$ cat src/rtl/rv32i_trap_ctrl_pkg.sv
// Shared definitions for the machine-mode trap sequencer: CSR addresses,
// mstatus bit positions and FSM state encodings.
package rv32i_trap_ctrl_pkg;

  localparam logic [11:0] CsrMstatus = 12'h300;
  localparam logic [11:0] CsrMtvec   = 12'h305;
  localparam logic [11:0] CsrMepc    = 12'h341;
  localparam logic [11:0] CsrMcause  = 12'h342;
  localparam logic [11:0] CsrMtval   = 12'h343;

  localparam int unsigned MstatusMie    = 3;
  localparam int unsigned MstatusMpie   = 7;
  localparam int unsigned MstatusMppLo  = 11;
  localparam int unsigned MstatusMppHi  = 12;

  typedef enum logic [2:0] {
    StIdle       = 3'd0,
    StWMepc      = 3'd1,
    StWMcause    = 3'd2,
    StWMtval     = 3'd3,
    StWMstatus   = 3'd4,
    StRetMstatus = 3'd5,
    StRedirect   = 3'd6
  } trap_state_e;

  // Kind bit: which sequence is in flight.
  localparam logic KindTrap = 1'b0;
  localparam logic KindMret = 1'b1;

endpackage

$ cat src/rtl/rv32i_mstatus_next.sv
// Computes the mstatus image written on trap entry (kind=0) or MRET (kind=1).
module rv32i_mstatus_next
  import rv32i_trap_ctrl_pkg::*;
(
  input  logic [31:0] mstatus,
  input  logic        kind,
  output logic [31:0] mstatus_next
);

  always_comb begin
    mstatus_next = mstatus;
    mstatus_next[MstatusMppHi:MstatusMppLo] = 2'b11;
    if (kind == KindMret) begin
      mstatus_next[MstatusMie]  = mstatus[MstatusMpie];
      mstatus_next[MstatusMpie] = 1'b1;
    end else begin
      mstatus_next[MstatusMpie] = mstatus[MstatusMie];
      mstatus_next[MstatusMie]  = 1'b0;
    end
  end

endmodule

$ cat src/rtl/rv32i_trap_ctrl.sv
// Machine-mode trap/MRET sequencer. Owns the CSR write port, passes EX writes
// through when idle, and runs multi-cycle CSR update + PC redirect sequences.
module rv32i_trap_ctrl
  import rv32i_trap_ctrl_pkg::*;
#(
  parameter logic [31:0] MTVEC_MASK = 32'hFFFF_FFFC
) (
  input  logic        clk,
  input  logic        rst,
  input  logic        ex_csr_we,
  input  logic [11:0] ex_csr_waddr,
  input  logic [31:0] ex_csr_wdata,
  input  logic        trap_req,
  input  logic [31:0] trap_pc,
  input  logic [31:0] trap_cause,
  input  logic [31:0] trap_tval,
  input  logic        mret_req,
  input  logic [31:0] mstatus_rdata,
  input  logic [31:0] mtvec_rdata,
  input  logic [31:0] mepc_rdata,
  output logic        csr_we,
  output logic [11:0] csr_waddr,
  output logic [31:0] csr_wdata,
  output logic        stall,
  output logic        redirect_valid,
  output logic [31:0] redirect_pc
);

  trap_state_e state_q;
  logic        kind_q;
  logic [31:0] pc_q;
  logic [31:0] cause_q;
  logic [31:0] tval_q;
  logic [31:0] mstatus_next;

  rv32i_mstatus_next u_mstatus_next (
    .mstatus      (mstatus_rdata),
    .kind         (kind_q),
    .mstatus_next (mstatus_next)
  );

  always_ff @(posedge clk) begin
    if (rst) begin
      state_q <= StIdle;
      kind_q  <= KindTrap;
      pc_q    <= '0;
      cause_q <= '0;
      tval_q  <= '0;
    end else begin
      unique case (state_q)
        StIdle: begin
          if (trap_req) begin
            state_q <= StWMepc;
            kind_q  <= KindTrap;
            pc_q    <= {trap_pc[31:2], 2'b00};
            cause_q <= trap_cause;
            tval_q  <= trap_tval;
          end else if (mret_req) begin
            state_q <= StRetMstatus;
            kind_q  <= KindMret;
          end
        end
        StWMepc:      state_q <= StWMcause;
        StWMcause:    state_q <= StWMtval;
        StWMtval:     state_q <= StWMstatus;
        StWMstatus:   state_q <= StRedirect;
        StRetMstatus: state_q <= StRedirect;
        StRedirect:   state_q <= StIdle;
        default:      state_q <= StIdle;
      endcase
    end
  end

  // Sequence outputs come only from state and captured data; the request
  // inputs reach the outputs only in StIdle.
  always_comb begin
    csr_we         = 1'b0;
    csr_waddr      = '0;
    csr_wdata      = '0;
    stall          = 1'b1;
    redirect_valid = 1'b0;
    redirect_pc    = '0;
    if (rst) begin
      stall = 1'b0;
    end else begin
      unique case (state_q)
        StIdle: begin
          stall = trap_req | mret_req;
          // A winning trap or MRET drops the concurrent EX write.
          if (!(trap_req || mret_req)) begin
            csr_we    = ex_csr_we;
            csr_waddr = ex_csr_waddr;
            csr_wdata = ex_csr_wdata;
          end
        end
        StWMepc: begin
          csr_we    = 1'b1;
          csr_waddr = CsrMepc;
          csr_wdata = pc_q;
        end
        StWMcause: begin
          csr_we    = 1'b1;
          csr_waddr = CsrMcause;
          csr_wdata = cause_q;
        end
        StWMtval: begin
          csr_we    = 1'b1;
          csr_waddr = CsrMtval;
          csr_wdata = tval_q;
        end
        StWMstatus, StRetMstatus: begin
          csr_we    = 1'b1;
          csr_waddr = CsrMstatus;
          csr_wdata = mstatus_next;
        end
        StRedirect: begin
          redirect_valid = 1'b1;
          redirect_pc    = (kind_q == KindMret) ? (mepc_rdata & 32'hFFFF_FFFC)
                                                : (mtvec_rdata & MTVEC_MASK);
        end
        default: stall = 1'b0;
      endcase
    end
  end

endmodule

$ cat config.mk
export PLATFORM = sky130hd
export DESIGN_NAME = rv32i_trap_ctrl
export DESIGN_NICKNAME = d
export VERILOG_FILES = /design/src/rtl/rv32i_trap_ctrl_pkg.sv /design/src/rtl/rv32i_mstatus_next.sv /design/src/rtl/rv32i_trap_ctrl.sv
export SDC_FILE = /design/constraint.sdc
export NUM_CORES = 1
export LEC_CHECK = 0
export BUFFER_PORTS_ARGS = -buffer_cell sky130_fd_sc_hd__buf_2
export CAP_MARGIN = 20
export CORE_MARGIN = 3
export CORE_UTILIZATION = 30
export CTS_CLUSTER_DIAMETER = 120
export DETAILED_ROUTE_END_ITERATION = 6
export HOLD_SLACK_MARGIN = 0.02
export PLACE_DENSITY_LB_ADDON = 0.3
export REMOVE_ABC_BUFFERS = 1
export SLEW_MARGIN = 30
export SYNTH_ARGS = -nofsm -noshare
export SYNTH_HDL_FRONTEND = slang
export SYNTH_SLANG_ARGS = --single-unit
$ cat constraint.sdc
create_clock -name clk -period 2.25 [get_ports clk]
set_input_delay 0.45 -clock clk [delete_from_list [all_inputs] [get_ports clk]]
set_output_delay 0.45 -clock clk [all_outputs]
set_load 0.01 [all_outputs]
==> impl_metrics.py <==
metrics = {
    "synth": {
        "synth_top_area_cell": "dfxtp_1",
        "yosys_warnings": 0,
        "synthCells": 712,
        "synth_area_mm2": 0.00531,
        "seq_area_frac_synth_pct": 36.9,
        "synthDistinctLibCells": 36,
        "synth-main-ff-cell": "dfxtp_1",
        "synth_area_leaders": "dfxtp_1 (37%), nand2_1 (14%), a21oi_1 (11%), mux2_2 (6.4%), a32oi_1 (6.1%)",
        "async_flop_share_pct": 0,
        "synth.most_common_cell": "nand2_1",
        "synthTopCellsByCount": "nand2_1 (205), a21oi_1 (117), dfxtp_1 (98)",
        "avgSynthCellArea_um2": 7.46,
        "synth_edf_count": 0,
        "synth.top_cell.area_share_pct": 36.9,
        "ys_ff_latch": 98,
    },
    "power_and_ir_drop": {
        "max-vdd-ir-drop_mv": 0.492,
        "p_leak_nw": 3.40,
        "powerDensity_mw_per_mm2": 729,
    },
    "placement": {
        "numPortBuffers": 309,
        "gp_congestion": 0.775,
        "dp_cells": 1207,
        "dp.final_hpwl_um": 14800,
        "dpl_cell_area_mm2": 0.00718,
    },
    "worst_setup_path": {
        "worstPathRequired_ns": 1.80,
        "cp-end-kind": "output port",
        "critical_path.max_fanout": 9,
        "cp_cell_sequence": "buf_12 > or3_4 > nor4_4 > buf_4 > and2_1 > buf_2",
        "critPathTopFamily": "simple AND/OR/NAND/NOR gates",
        "critical_path_depth": 6,
        "worstPathArrival_ns": 1.79,
        "critPathKind": "flip-flop to output port",
        "critPathSlowestCell": "dfxtp_4",
        "start_kind": "flip-flop",
        "max_stage_delay_ns": 0.37,
        "rr_worst_depth": 5,
        "cp_num_buf_inv": 3,
    },
    "final_layout": {
        "drive_gt1_share_pct": 41.4,
        "area_growth_pct": 45.8,
        "stdcell_area_mm2": 0.00774,
        "nNetsFinal": 1246,
        "finish.cell_count_without_fillers": 1236,
    },
    "timing": {
        "skew_ns": 0.00375,
        "tightest_slew_ns": 0.492,
        "finalHoldViolCount": 0,
        "maxSlewViolCount": 0,
        "setup_viol_count_final": 0,
        "rsz0062_at_grt": "yes",
        "fin_hold_ws_ns": 0.336,
        "timing.fmax_mhz": 447,
        "finalSetupTns_ns": 0,
        "period_share_pct": 99.5,
        "slew-limit-headroom_pct": 66.9,
        "fin_crit_ns": 2.24,
    },
    "floorplanning": {
        "die_x_um": 139,
        "fp.dieH_um": 139,
        "core_mm2": 0.0173,
        "die_area_mm2": 0.0193,
        "io_pins": 320,
        "num_rows": 48,
        "start_util_pct": 30.7,
    },
    "routing": {
        "wl_per_cell_um": 16.6,
        "drt_wl_total_um": 20500,
        "drt_iter0_markers": 288,
        "drtAntennaViolNets": 0,
        "route.vias.total": 6116,
        "drc_errors": 0,
        "dr.pass1.iters": 5,
        "vias_per_cell": 4.95,
    },
    "clock_tree": {
        "clk_pin_slew_ns": 0.07,
        "cts_buffers": 9,
        "cts_tree": "yes",
        "cts.root.buffer_cell": "clkbuf_16",
        "clock-sinks": 98,
        "clk_path_buf_depth": 2,
        "clock_latency_ns": 0.34,
        "htreeDepth": 3,
    },
    "hold_path": {
        "holdPathStages": 3,
        "hold_class": "primary input to flip-flop",
    },
    "global_routing": {
        "antenna_found_initial": 1,
        "grt_pass1_vias": 6066,
        "grtUsageTotal_pct": 20.4,
        "grt_pass1_wl_um": 32200,
        "grt_max_degree": 73,
        "gr-total-overflow": 0,
    },
    "status": {
        "status": "complete, no violations",
    },
    "flow_run": {
        "drv_cap": 0,
    },
}
-- cell usage in the layout (no fill, tap or decap), types with 2 or more instances in the layout --
cell        instances
a32oi_1            35
nand3_1            25
nor2b_4             3
nor3_1              4
mux2_2             29
dfxtp_1            94
inv_1               2
a22oi_1             3
a32oi_2             2
clkbuf_16           9
nand2_1           205
dfxtp_2             3
a21oi_1           116
and2_1              7
clkinvlp_4          2
clkbuf_1            2
a31oi_1            17
buf_12             11
bufinv_16           2
buf_6               5
o22a_1              2
buf_4              31
buf_2             306
conb_1              2
and2_4              2
mux2i_1            32
nor2_1             33
o21ai_0             2
-- kinds of logic after synthesis --
logic type / after synthesis / share of synthesized area [%]
simple gates: 291 / 22.8
other cells: 1 / 0.0706
compound gates: 184 / 20.9
buf+inv: 76 / 6.99
flops: 98 / 36.9
mux: 62 / 12.4
-- routing by layer --
metal | vias up | part of all wire [%] | GRT usage (%) | wire length [um]
li1 | 3051 | - | - | -
met1 | 2815 | 44 | 26.8 | 9070
met2 | 227 | 47 | 33.1 | 9570
met3 | 23 | 7.2 | 6.17 | 1480
met4 | 0 | 1.7 | 4.84 | 352
met5 | - | 0 | 0 | 0
-- path summary, 6_finish.rpt --
path / start / to / slack [ns]
hold / removal: trap_pc[10] / pc_q[10] / 0.34
hold reg to reg: cause_q[30] / cause_q[30] / 0.45
setup / recovery: state_q[1] / csr_waddr[7] / 0.01
setup reg to reg: state_q[1] / cause_q[22] / 0.40
-- area by class of cell --
| cell class | instances | area [um2] |
|---|---|---|
| fill | 1856 | 9550 |
| multi-input combinational | 539 | 3080 |
| timing repair buffer | 354 | 2070 |
| sequential | 98 | 1970 |
| tap | 225 | 282 |
| clock buffer | 12 | 246 |
| clock inverter | 4 | 75.1 |
| inverter | 3 | 11.3 |
| antenna | 1 | 2.50 |
-- report_power, final --
| group | internal, W | switching (W) |
|---|---|---|
| sequential | 0.00192 | 0.000107 |
| clock | 0.00101 | 0.000665 |
| combinational | 0.000875 | 0.00107 |
-- stage by stage --
step / worst slack [ns] / total power, W / util, %
after floorplan: -2.75 / 0.00299 / -
after global placement: 0.233 / 0.00383 / 41.5
after detailed placement: 0.220 / 0.00386 / 41.5
after CTS: -0.00270 / 0.00565 / 44.1
after global routing: -0.0846 / 0.00600 / 44.8
final: 0.0112 / 0.00565 / 44.8
-- state kept, by name (all words and copies together), names as in the netlist --
name,cells
pc_q,30
cause_q,32
tval_q,32
state_q,3
kind_q,1
-- timing repair --
item | CTS | global route
endpoints found under the setup margin | 73 | 46
gates cloned | 1 | 0
resized for setup | 11 | 11
buffers inserted | 6 | 5
pin swaps | 0 | 6
hold buffers | 0 | 0
-- worst register-to-register path, delay by kind of cell (launching register included) --
| kind | cells | cell delay, ns |
|---|---|---|
| and+or+nand+nor | 2 | 0.73 |
| AOI/OAI and AO/OA | 1 | 0.06 |
| buffers and inverters | 2 | 0.57 |
| DFF | 1 | 0.37 |
Note: power is estimated with default switching activity, not from simulation.
